## src/rtl/tetris_pkg.sv

```systemverilog
// Shared piece and FSM types for the 7-bag piece scheduler.
package tetris_pkg;

  typedef enum logic [2:0] {
    I = 3'd0,
    O = 3'd1,
    T = 3'd2,
    S = 3'd3,
    Z = 3'd4,
    J = 3'd5,
    L = 3'd6
  } piece_e;

  localparam int num_pieces_lp = 7;

  typedef enum logic {
    S_DRAW = 1'b0,
    S_FULL = 1'b1
  } state_e;

  function automatic logic [2:0] lowest_clear(input logic [6:0] mask);
    lowest_clear = 3'd0;
    for (int k = num_pieces_lp - 1; k >= 0; k--) begin
      if (!mask[k]) lowest_clear = 3'(k);
    end
  endfunction

  function automatic logic [2:0] popcount7(input logic [6:0] mask);
    popcount7 = 3'd0;
    for (int k = 0; k < num_pieces_lp; k++) begin
      popcount7 = popcount7 + {2'b00, mask[k]};
    end
  endfunction

endpackage

```

## src/rtl/piece_queue.sv

```systemverilog
// 2-entry piece FIFO: head and second slots, push visible the cycle after the edge.
// Pop and push may share an edge; caller never pushes into a full queue without popping.
module piece_queue
  import tetris_pkg::*;
(
  input  logic   clk_i,
  input  logic   reset_n_i,
  input  logic   i_push,
  input  piece_e i_push_dat,
  input  logic   i_pop,
  output piece_e o_head_dat,
  output logic   o_head_vld,
  output piece_e o_second_dat,
  output logic   o_second_vld
);

  piece_e r_head;
  piece_e r_second;
  logic   r_head_vld;
  logic   r_second_vld;
  logic   w_pop;

  assign w_pop = i_pop & r_head_vld;

  always_ff @(posedge clk_i or negedge reset_n_i) begin
    if (!reset_n_i) begin
      r_head       <= I;
      r_second     <= I;
      r_head_vld   <= 1'b0;
      r_second_vld <= 1'b0;
    end else if (w_pop) begin
      if (i_push) begin
        if (r_second_vld) begin
          r_head   <= r_second;
          r_second <= i_push_dat;
        end else begin
          r_head <= i_push_dat;
        end
      end else begin
        // Empty slots are parked at zero so the outputs read 0 when invalid.
        r_head       <= r_second;
        r_head_vld   <= r_second_vld;
        r_second     <= I;
        r_second_vld <= 1'b0;
      end
    end else if (i_push) begin
      if (!r_head_vld) begin
        r_head     <= i_push_dat;
        r_head_vld <= 1'b1;
      end else begin
        r_second     <= i_push_dat;
        r_second_vld <= 1'b1;
      end
    end
  end

  assign o_head_dat   = r_head;
  assign o_head_vld   = r_head_vld;
  assign o_second_dat = r_second;
  assign o_second_vld = r_second_vld;

endmodule

```

## src/rtl/piece_bag_scheduler.sv

```systemverilog
// Draws a fair 7-bag piece stream from a random word; one piece per cycle, retry_max_p+1 worst case.
// A full 2-entry queue stalls drawing, freezing bag and retry state until the head is taken.
module piece_bag_scheduler
  import tetris_pkg::*;
#(
  parameter int rand_width_p = 65,
  parameter int sel_lsb_p    = 0,
  parameter int retry_max_p  = 4
) (
  input  logic                    clk_i,
  input  logic                    reset_n_i,
  input  logic [rand_width_p-1:0] rand_i,
  output piece_e                  piece_o,
  output logic                    piece_valid_o,
  input  logic                    piece_ready_i,
  output piece_e                  preview_o,
  output logic                    preview_valid_o,
  output logic [2:0]              bag_count_o
);

  logic [6:0] r_bag_used;
  logic [3:0] r_retry;
  state_e     r_state;

  logic       w_head_vld;
  logic       w_second_vld;
  logic       w_pop;
  logic       w_draw;
  logic [2:0] w_cand;
  logic [7:0] w_used_ext;
  logic       w_forced;
  logic       w_accept;
  piece_e     w_piece;
  logic [6:0] w_bag_set;
  logic [6:0] w_bag_next;
  logic [1:0] w_occ;
  logic [1:0] w_occ_next;
  logic       w_unused_rand;

  assign w_unused_rand = ^rand_i;

  assign w_pop    = w_head_vld & piece_ready_i;
  assign w_draw   = (r_state == S_DRAW) | w_pop;
  assign w_cand   = rand_i[sel_lsb_p +: 3];
  // Slot 7 is permanently marked used so an out-of-range candidate rejects like a repeat.
  assign w_used_ext = {1'b1, r_bag_used};
  assign w_forced = (r_retry == 4'(retry_max_p));
  assign w_accept = w_draw & (w_forced | ~w_used_ext[w_cand]);
  assign w_piece  = w_forced ? piece_e'(lowest_clear(r_bag_used)) : piece_e'(w_cand);

  assign w_bag_set  = r_bag_used | (7'd1 << w_piece);
  assign w_bag_next = (&w_bag_set) ? 7'd0 : w_bag_set;

  assign w_occ      = {1'b0, w_head_vld} + {1'b0, w_second_vld};
  assign w_occ_next = w_occ + {1'b0, w_accept} - {1'b0, w_pop};

  always_ff @(posedge clk_i or negedge reset_n_i) begin
    if (!reset_n_i) begin
      r_bag_used <= 7'd0;
      r_retry    <= 4'd0;
      r_state    <= S_DRAW;
    end else begin
      if (w_accept) begin
        r_bag_used <= w_bag_next;
        r_retry    <= 4'd0;
      end else if (w_draw) begin
        r_retry <= r_retry + 4'd1;
      end
      r_state <= (w_occ_next == 2'd2) ? S_FULL : S_DRAW;
    end
  end

  piece_queue u_queue (
    .clk_i        (clk_i),
    .reset_n_i    (reset_n_i),
    .i_push       (w_accept),
    .i_push_dat   (w_piece),
    .i_pop        (piece_ready_i),
    .o_head_dat   (piece_o),
    .o_head_vld   (w_head_vld),
    .o_second_dat (preview_o),
    .o_second_vld (w_second_vld)
  );

  assign piece_valid_o   = w_head_vld;
  assign preview_valid_o = w_second_vld;
  assign bag_count_o     = popcount7(r_bag_used);

endmodule

```

## config.mk

```make
export PLATFORM = sky130hd
export DESIGN_NAME = piece_bag_scheduler
export DESIGN_NICKNAME = d
export VERILOG_FILES = /design/src/rtl/tetris_pkg.sv /design/src/rtl/piece_queue.sv /design/src/rtl/piece_bag_scheduler.sv
export SDC_FILE = /design/constraint.sdc
export NUM_CORES = 1
export LEC_CHECK = 0
export CAP_MARGIN = 20
export CORE_UTILIZATION = 32
export DETAILED_ROUTE_END_ITERATION = 7
export HOLD_SLACK_MARGIN = 0.08
export PLACE_DENSITY = 0.77
export SETUP_SLACK_MARGIN = 0.1
export SYNTH_ARGS = -nofsm -noshare
export SYNTH_HDL_FRONTEND = slang
export SYNTH_SLANG_ARGS = --single-unit
export TNS_END_PERCENT = 100
```

## constraint.sdc

```tcl
create_clock -name clk_i -period 6.1 [get_ports clk_i]
set_input_delay 0.61 -clock clk_i [delete_from_list [all_inputs] [get_ports clk_i]]
set_output_delay 0.61 -clock clk_i [all_outputs]
set_load 0.03 [all_outputs]
```

# Word level (Yosys, flattened, before mapping)
# Index checks and enable logic that the tools add are counted.
[word_totals]
register_bits = 20
out_inout_bits = 11
elab_cells = 70
[op_classes]
add_sub_neg = 10
magnitude_cmp = 1
n_eq_ne = 5
shifts = 1
muxes = 31
n_bitwise = 7
n_reduce_logical = 8
[ops]
columns = ["operator", "n"]
rows = [
  ["two-way mux 3 bit", 18],
  ["adder 3 x 1 -> 3 bit", 4],
  ["two-way mux 1 bit", 9],
  ["two-way mux 4 bit", 2],
  ["two-way mux 7 bit", 1],
  ["OR 7 bit", 1],
  ["AND reduction 7 bit", 1],
  ["left shift 1 x 3 -> 7 bit, first input constant", 1],
  ["AND reduction 3 bit", 2],
  ["nonzero test 2 bit", 3],
  ["adder 1 x 1 -> 2 bit", 2],
  ["adder 4 x 1 -> 4 bit, second input constant", 1],
  ["== test 4 x 3 -> 1 bit, second input constant", 1],
  ["less-than comparator 3 x 4 -> 1 bit, second input constant", 1],
  ["!= test 2 bit, second input constant", 2],
  ["AND reduction 2 bit", 2],
  ["adder 2 x 1 -> 3 bit", 1],
  ["binary-select mux 1 bit (select 3 bit)", 1],
  ["!= test 3 x 2 -> 1 bit, second input constant", 1],
  ["adder 2 x 1 -> 2 bit", 1],
  ["bitwise AND 1 bit", 2],
  ["== test 2 bit, second input constant", 1],
  ["inverter 1 bit", 2],
  ["OR 1 bit", 2],
  ["subtractor 2 x 1 -> 2 bit", 1],
]

# Longest topological paths before layout
# Gate-level depths: netlist of the first run.
[depth]
depth_word = 12
ltp_mapped = 10
ltp_nobuf = 10

# Modules after synthesis
# Synthesis of the first run repeated with hierarchy kept, for this count alone.
[hier_totals]
cells_unflattened = 162
hier_area_um2 = 1503.9
[modules_own_cells]
columns = ["mod", "instances", "cells_each", "area_each_um2", "seq_area_each_um2"]
rows = [
  ["piece_bag_scheduler", 1, 111, 1039.7, 300.3],
  ["piece_queue", 1, 51, 464.2, 200.2],
]

# Worst setup path before layout of the first run
# No wires, ideal clock.
[synth_timing]
kind = "register -> output"
start = "register r_bag_used[1]"
end = "output bag_count_o[1]"
t_arrival_ns = 2.508
required_time_ns = 5.490
setup_slack_ns = 2.982
path_stages_with_launch = 9
path_buffers = 0
cell_sequence = "dfrtp_1 fa_1 inv_1 fa_1 inv_1 fa_1 inv_1 fa_1 inv_1"
[synth_via]
elab_chain_len = 6
[synth_rtl]
columns = ["item", "line_no", "rtl"]
rows = [
  ["from (decl)", "piece_bag_scheduler.sv:21", "logic [6:0] r_bag_used;"],
  ["from (signal assigned)", "piece_bag_scheduler.sv:64", "r_bag_used <= w_bag_next;"],
  ["adder 1 x 1 -> 2 bit", "tetris_pkg.sv:31", "popcount7 = popcount7 + {2'b00, mask[k]};"],
  ["adder 2 x 1 -> 3 bit", "tetris_pkg.sv:31", ""],
  ["adder 3 x 1 -> 3 bit (4 in a row)", "tetris_pkg.sv:31", ""],
  ["to (decl)", "piece_bag_scheduler.sv:18", "output logic [2:0] bag_count_o"],
]
# Every way passes these cells.

# Worst setup path in the final report of the first run
[layout_timing]
start = "register r_bag_used[0]"
end = "output bag_count_o[1]"
# Same word-level chain as after synthesis.

==> summary.md, run 1 <==
| Metric | Value |
|---|---|
| Die area | `4555 µm²` |
| Crit-path max FO | `9` |
| RSZ-0062 raised after global routing | `no` |
| P_leak | `0.7066 nW` |
| Initial DRC Count | `70` |
| Multi-input logic area | `784.5 µm²` |
| Crit path to | `bag_count_o[1]` |
| Root Driver | `clkbuf_8` |
| Num CTS Buffers | `3` |
| P&R area growth vs syn | `18.87%` |
| Comb pwr share | `between 60% and 70%` |
| DR vias | `approximately 1,100` |
| DRC viols | `0` |
| Maxcap violations | `0` |
| Switch share | `approximately 50%` |
| Multiplexer area fraction after synthesis | `3.829%` |
| CTS sink count | `20` |
| Via density | `5.466` |
| Starting Density | `33.83%` |
| Post-CTS setup-driven buffer insertion count | `0` |
| WL final | `3083 µm` |
| Drt first pass iters | `4` |
| Internal power | `615.4 µW` |
| Reg clk slew, reported paths | `0.08 ns` |
| IO Port Bufs | `16` |
| Final number of hold-violating endpoints | `0` |
| CP Capture Type | `output port` |
| Placed inst area | `1560 µm²` |
| Storage element area | `around 500 µm²` |
| Worst VDD drop | `approximately 0.3 mV` |
| Final Util | `roughly two fifths` |
| Register area share after synthesis | `36.46%` |
| Startpoint Class | `register` |
| GR Overflow Total | `0` |
| Crit path DAT | `between 3 and 4 ns` |
| PostCTS Resize Cnt | `0` |
| Avg Inst Size Synth | `about 9.7 µm²` |
| Synth Flop Type | `dfrtp_1` |
| Synth unique cells | `45` |
| IO Pins | `79` |
| Yosys reg bits | `20` |
| Period minus WS final | `4.072 ns` |
| CP required | `5.49 ns` |
| Hold-fix buffers, CTS | `0` |
| Clk network pwr share | `11.2%` |
| Antenna cell count | `0` |
| Synth Area in Compound Gates | `27.16%` |
| H-Tree Depth | `1` |
| Count of flip-flops with a built-in enable after synthesis | `0` |
| Largest family of logic cells by synthesized area | `compound AO/OA/AOI/OAI gates` |
| FF-to-FF path depth | `8` |
| Die width | `67.49 µm` |
| FFs w/ async S/R, synth | `100.0%` |
| XOR/XNOR share of the synthesized area | `0%` |
| Gr usage total | `15.05%` |
| Critical path class | `register to output port` |
| Worst Setup SP | `r_bag_used[0]` |
| Post-route setup TNS | `0 ns` |
| Row count | `23` |
| Synth Area in Adders | `10.03%` |
| Rel. slew slack | `39.60%` |
| Max-slew violation count | `0` |
| Clock Latency Late Sink | `0.27 ns` |
| Yosys warnings | `0` |
| Pwr dens | `744.8 nW/µm²` |
| Share of layout cells above drive strength 1 | `around an eighth` |
| P_sw | `roughly 600 µW` |
| Die H | `67.49 µm` |
| Fin crit share | `between 60% and 70%` |
| Worst R2R End | `r_bag_used[6]` |
| Min-delay worst type | `register to register` |
| Fill count | `388` |
| Syn Inst Count | `142` |
| CORE AREA | `4058 µm²` |
| Status | `finished, final reports clean` |
| Total Nets Final | `235` |
| Least-Margin Pin Slew | `between 0.9 and 1 ns` |
| First-pass GRT wire length | `5119 µm` |
| Synthesized cell area | `1373 µm²` |
| Reg2reg setup slack | `3.59 ns` |
| Syn_nets | `218` |
| Post-DP HPWL | `2206 µm` |
| Largest net degree at the start of global routing | `21` |
| Simple-gate share of the synthesized area | `approximately 16%` |
| Reg power frac | `about a quarter` |
| Reg2Reg Launch Point | `r_retry[0]` |
| Routed WL per cell | `roughly 15 µm` |
| Post-route cell area | `1632 µm²` |
| Skew final | `0.007208 ns` |
| Max frequency | `245.6 MHz` |
| Setup-failing EPs final | `0` |
| Global placer's final weighted congestion | `0.8924` |
| Initial antenna violation count | `0` |
| Number of global-route vias before repair | `1,076` |
| Post-DRT Antenna Nets | `0` |
| CTS Buffer Depth | `2` |
| CTS tree | `done` |
[metrics by stage]
stage	worst slack, ns	std cells	power [mW]	hold slack, ns
floorplan	2.982	142	0.8430	0.3144
global placement	2.318	204	1.066	0.4901
detailed placement	2.289	204	1.085	0.4942
CTS	1.988	208	1.227	0.5233
global route	1.825	208	1.324	0.5517
finish	2.028	208	1.215	0.5262
[cell usage after synthesis (2+ instances only)]
cell type / count / area (µm²)
a21oi_1: 13 / 65.06
nand3_1: 2 / 10.01
buf_6: 2 / 22.52
and2_1: 3 / 18.77
nand2_1: 12 / 45.04
nand2b_1: 2 / 12.51
a41oi_1: 2 / 17.52
dfrtp_1: 20 / 500.5
nor2_1: 7 / 26.28
nor3_1: 2 / 10.01
and2_2: 2 / 15.01
a22oi_1: 4 / 30.03
nand4_1: 3 / 18.77
o21ai_0: 12 / 60.06
inv_1: 14 / 52.55
ha_1: 3 / 37.54
fa_1: 5 / 100.1
a31oi_1: 2 / 12.51
mux2i_1: 3 / 30.03
a22o_1: 4 / 35.03
[per-layer routing]
layer  vias to the layer above  track usage (%)  wire (µm)
li1                        549                -          -
met1                       550            21.17       1557
met2                        33            22.90       1338
met3                         5            1.520        133
met4                         0            7.181         53
met5                         -                0          0
[final cells by class]
type / instances / area share, %
Multi-Input combinational cell: 104 / 48.08
Sequential cell: 20 / 30.67
Timing Repair Buffer: 16 / 9.816
Tap cell: 50 / 3.834
Inverter: 14 / 3.221
Clock buffer: 3 / 2.531
Clock inverter: 1 / 1.840
[worst min path at each step]
stage | start | to | slack, ns | cells past startpoint
floorplan | reset_n_i | r_bag_used[0] | 0.31 | 0
global placement | r_retry[3] | r_retry[3] | 0.49 | 1
detailed placement | u_queue.o_head_dat[1] | u_queue.o_head_dat[1] | 0.49 | 2
CTS | r_retry[3] | r_retry[3] | 0.52 | 1
global route | u_queue.o_head_dat[2] | u_queue.o_head_dat[2] | 0.55 | 2
finish | u_queue.o_head_dat[1] | u_queue.o_head_dat[1] | 0.53 | 2
[kinds of logic (layout without fill, tap and decap cells)]
| group | count (synthesis) | count (layout) |
|---|---|---|
| adders and majority gates | 8 | 8 |
| DFF | 20 | 20 |
| buffers and inverters | 18 | 34 |
| AOI/OAI and AO/OA | 52 | 52 |
| and+or+nand+nor | 40 | 40 |
| muxes | 4 | 4 |
[power by group through the flow]
stage	Sequential (mW)	Combinational [mW]	Clock (mW)
after CTS	0.289	0.799	0.139
final	0.289	0.790	0.136
after detailed placement	0.291	0.794	0
after global placement	0.289	0.777	0
after floorplan	0.311	0.532	0
after global routing	0.302	0.878	0.144
[state kept, by name (all words and copies together), names as in the netlist]
name / cells
u_queue.o_second_vld: 1
r_retry: 4
r_bag_used: 7
r_state: 1
u_queue.o_head_vld: 1
u_queue.o_head_dat: 3
u_queue.o_second_dat: 3
[placed cells by master, fill, tap and decap left out, drive strengths merged, types with 5 or more instances in the layout]
master / n
fa: 5
inv: 14
and2: 5
nand2: 12
o21ai: 12
dfrtp: 20
clkdlybuf4s50: 16
nor2: 7
a21oi: 14
[critical path, stage by stage (launching register included)]
cell	delay, ns
dfrtp_1	0.52
fa_1	0.58
inv_1	0.05
fa_1	0.47
inv_1	0.05
fa_1	0.35
inv_1	0.07
fa_1	0.40
inv_1	0.06
clkdlybuf4s50_1	0.65
No activity file was read; power rests on OpenSTA's default activity.
==> run 2: changes to the inputs <==
- PLACE_DENSITY: 0.77 -> 0.8
- clock period: 6.1 -> 3.3 ns (I/O delays scaled with it)
==> run 2 against run 1 <==
Compared with the run above: clock-buffer cell count increased by 1; power increased by 80%; critical path depth unchanged; global-route usage decreased by 0.53 points; cell area increased by 0.54%; flip-flop and latch count unchanged; register-to-register slack got worse by 2.8 ns; via count increased by 4.1%; non-clock buffer count increased by 3; combinational power increased by 89%; clock power increased by 40%; worst setup slack got worse by 1.8 ns; highest routed layer unchanged.
==> summary.md, run 2 (same netlist as run 1, synthesis figures left out) <==
| Metric | Value |
|---|---|
| Final number of hold-violating endpoints | `0 (unchanged)` |
| Skew final | `0.001141 ns (-0.006067 ns)` |
| WHS | `0.5052 ns (-0.02096 ns)` |
| Routed WL per cell | `13.84 µm (-6.6%)` |
| CORE AREA | `4058 µm² (unchanged)` |
| Final worst slack | `0.2276 ns (-1.800 ns)` |
| Die area | `4555 µm² (unchanged)` |
| Row count | `23 (unchanged)` |
| P_sw | `1.110 mW (+85%)` |
| Share of layout cells above drive strength 1 | `14.91% (+2.9 points)` |
| WL final | `2920 µm (-5.3%)` |
| GR Overflow Total | `0 (unchanged)` |
| Period minus WS final | `3.072 ns` |
| Hold-fix buffers, CTS | `0 (unchanged)` |
| Number of global-route vias before repair | `1,118 (+3.9%)` |
| Critical path class | `register to output port` |
| Setup-failing EPs final | `0 (unchanged)` |
| Crit path DAT | `2.74 ns (-0.72 ns)` |
| Post-DP HPWL | `2181 µm (-1.2%)` |
| IO Pins | `79 (unchanged)` |
| Via density | `5.611 (+2.7%)` |
| Comb pwr share | `68.1% (+3.1 points)` |
| Least-Margin Pin Slew | `0.8757 ns (-0.02754 ns)` |
| Post-CTS setup-driven buffer insertion count | `0 (unchanged)` |
| H-Tree Depth | `1 (unchanged)` |
| IO Port Bufs | `16 (unchanged)` |
| Max FFs per register | `7 (unchanged)` |
| Post-route setup TNS | `0 ns (unchanged)` |
| Root Driver | `clkbuf_8` |
| CP required | `2.97 ns (-2.52 ns)` |
| RSZ-0062 raised after global routing | `yes` |
| Crit-path max FO | `2 (-7)` |
| Num CTS Buffers | `3 (unchanged)` |
| Pwr dens | `1331 nW/µm² (+79%)` |
| Internal power | `1.073 mW (+74%)` |
| Max-slew violation count | `0 (unchanged)` |
| Die width | `67.49 µm (unchanged)` |
| Initial antenna violation count | `0 (unchanged)` |
| Initial DRC Count | `96 (+37%)` |
| Gr usage total | `14.52% (-0.53 points)` |
| DP Worst Slack | `0.2202 ns (-2.069 ns)` |
| Switch share | `50.83% (+1.5 points)` |
| Maxcap violations | `0 (unchanged)` |
| Rel. slew slack | `41.44% (+1.8 points)` |
| Clock Latency Late Sink | `0.26 ns (about the same)` |
| First-pass GRT wire length | `4995 µm (-2.4%)` |
| Design Power | `2.183 mW (+80%)` |
| Reg with most FFs | `r_bag_used` |
| Biggest regs | `r_bag_used: 7 flops, r_retry: 4 flops` |
| Post-DRT Antenna Nets | `0 (unchanged)` |
| Starting Density | `33.83% (unchanged)` |
| Startpoint Class | `register` |
| Max frequency | `approximately 330 MHz` |
| Total Nets Final | `238 (+1.3%)` |
| DR vias | `1,184 (+4.1%)` |
| Most common cell after layout, fill and taps aside | `dfrtp_1` |
| # placed instances | `207 (+1.5%)` |
| Reg clk slew, reported paths | `0.08 ns (about the same)` |
| CTS tree | `done` |
| Post-route cell area | `1640 µm² (+0.54%)` |
| Final Instance Count excl. Fillers | `211 (+1.4%)` |
| DRC viols | `0 (unchanged)` |
| Reg power frac | `23.3% (-0.5 points)` |
| Die H | `67.49 µm (unchanged)` |
| Largest net degree at the start of global routing | `21 (unchanged)` |
| Clk network pwr share | `8.7% (-2.5 points)` |
| Final Util | `40.43% (+0.22 points)` |
| Worst VDD drop | `0.5810 mV (+96%)` |
| Commonest non-fill, non-tap cells in the layout | `20 x dfrtp_1, 14 x inv_1, 13 x a21oi_1, 13 x clkdlybuf4s50_1` |
| Antenna cell count | `0 (unchanged)` |
| Global placer's final weighted congestion | `0.9132 (+2.3%)` |
| Status | `finished, final reports clean` |
| Min-delay worst type | `register to register` |
| CP Capture Type | `output port` |
| Placed inst area | `1580 µm² (+1.3%)` |
| P&R area growth vs syn | `19.51%` |
| CTS Buffer Depth | `2 (unchanged)` |
| Drt first pass iters | `4 (unchanged)` |
| CTS sink count | `20 (unchanged)` |
| Fin crit share | `93.10%` |
| P_leak | `0.7168 nW (+1.4%)` |
-- run 2: path summary, 6_finish.rpt --
check / start / end / slack [ns] / depth (start not counted)
max: r_bag_used[3] / bag_count_o[1] / 0.23 / 9
min: r_retry[3] / r_retry[3] / 0.51 / 1
max reg2reg: r_retry[0] / u_queue.o_second_dat[0] / 0.82 / 10
min reg2reg: r_retry[3] / r_retry[3] / 0.51 / 1
max in group asynchronous: reset_n_i / u_queue.o_second_dat[2] / 2.20 / 1
min in group asynchronous: reset_n_i / r_retry[2] / 0.56 / 1
-- run 2: repair_timing --
action	4_1_cts	5_1_grt
resized for setup	2	3
pin swaps	0	1
setup endpoints to repair	2	2
-- run 2: critical path: stages, from the launching register on --
cell	delay, ns
dfrtp_1	0.40
fa_1	0.54
inv_1	0.05
fa_1	0.47
inv_1	0.05
fa_2	0.31
inv_1	0.07
fa_1	0.40
inv_1	0.07
buf_6	0.12
-- run 2: routing by layer --
| metal | up-vias | GRT usage (%) | share of wire [%] | wire length, µm |
|---|---|---|---|---|
| li1 | 560 | - | - | - |
| met4 | 0 | 4.787 | 0.99 | 29 |
| met1 | 584 | 20.59 | 49 | 1428 |
| met2 | 36 | 22.90 | 45 | 1323 |
| met3 | 4 | 1.520 | 4.7 | 138 |
| met5 | - | 0 | 0 | 0 |
-- run 2: power by group through the flow --
| stage | combinational (mW) | clock, mW | sequential [mW] |
|---|---|---|---|
| 2_1_floorplan | 0.983 | 0 | 0.575 |
| 3_3_place_gp | 1.47 | 0 | 0.503 |
| 3_5_place_dp | 1.50 | 0 | 0.508 |
| 4_1_cts | 1.46 | 0.192 | 0.505 |
| 5_1_grt | 1.68 | 0.202 | 0.527 |
| 6_report | 1.49 | 0.190 | 0.508 |
-- run 2: layout make-up --
class                      instances  area (µm²)
clock buffer                       4       55.05
tap                               50       62.56
timing repair buffer              19       182.7
fill                             401        2417
sequential                        20       500.5
inverter                          14       52.55
multi-input combinational        104       787.0
==> run 3: changes to the inputs <==
- SKIP_LAST_GASP: unset -> 1
==> results of run 3 <==
Final layout, timing and power as in run 2 (identical DEF).
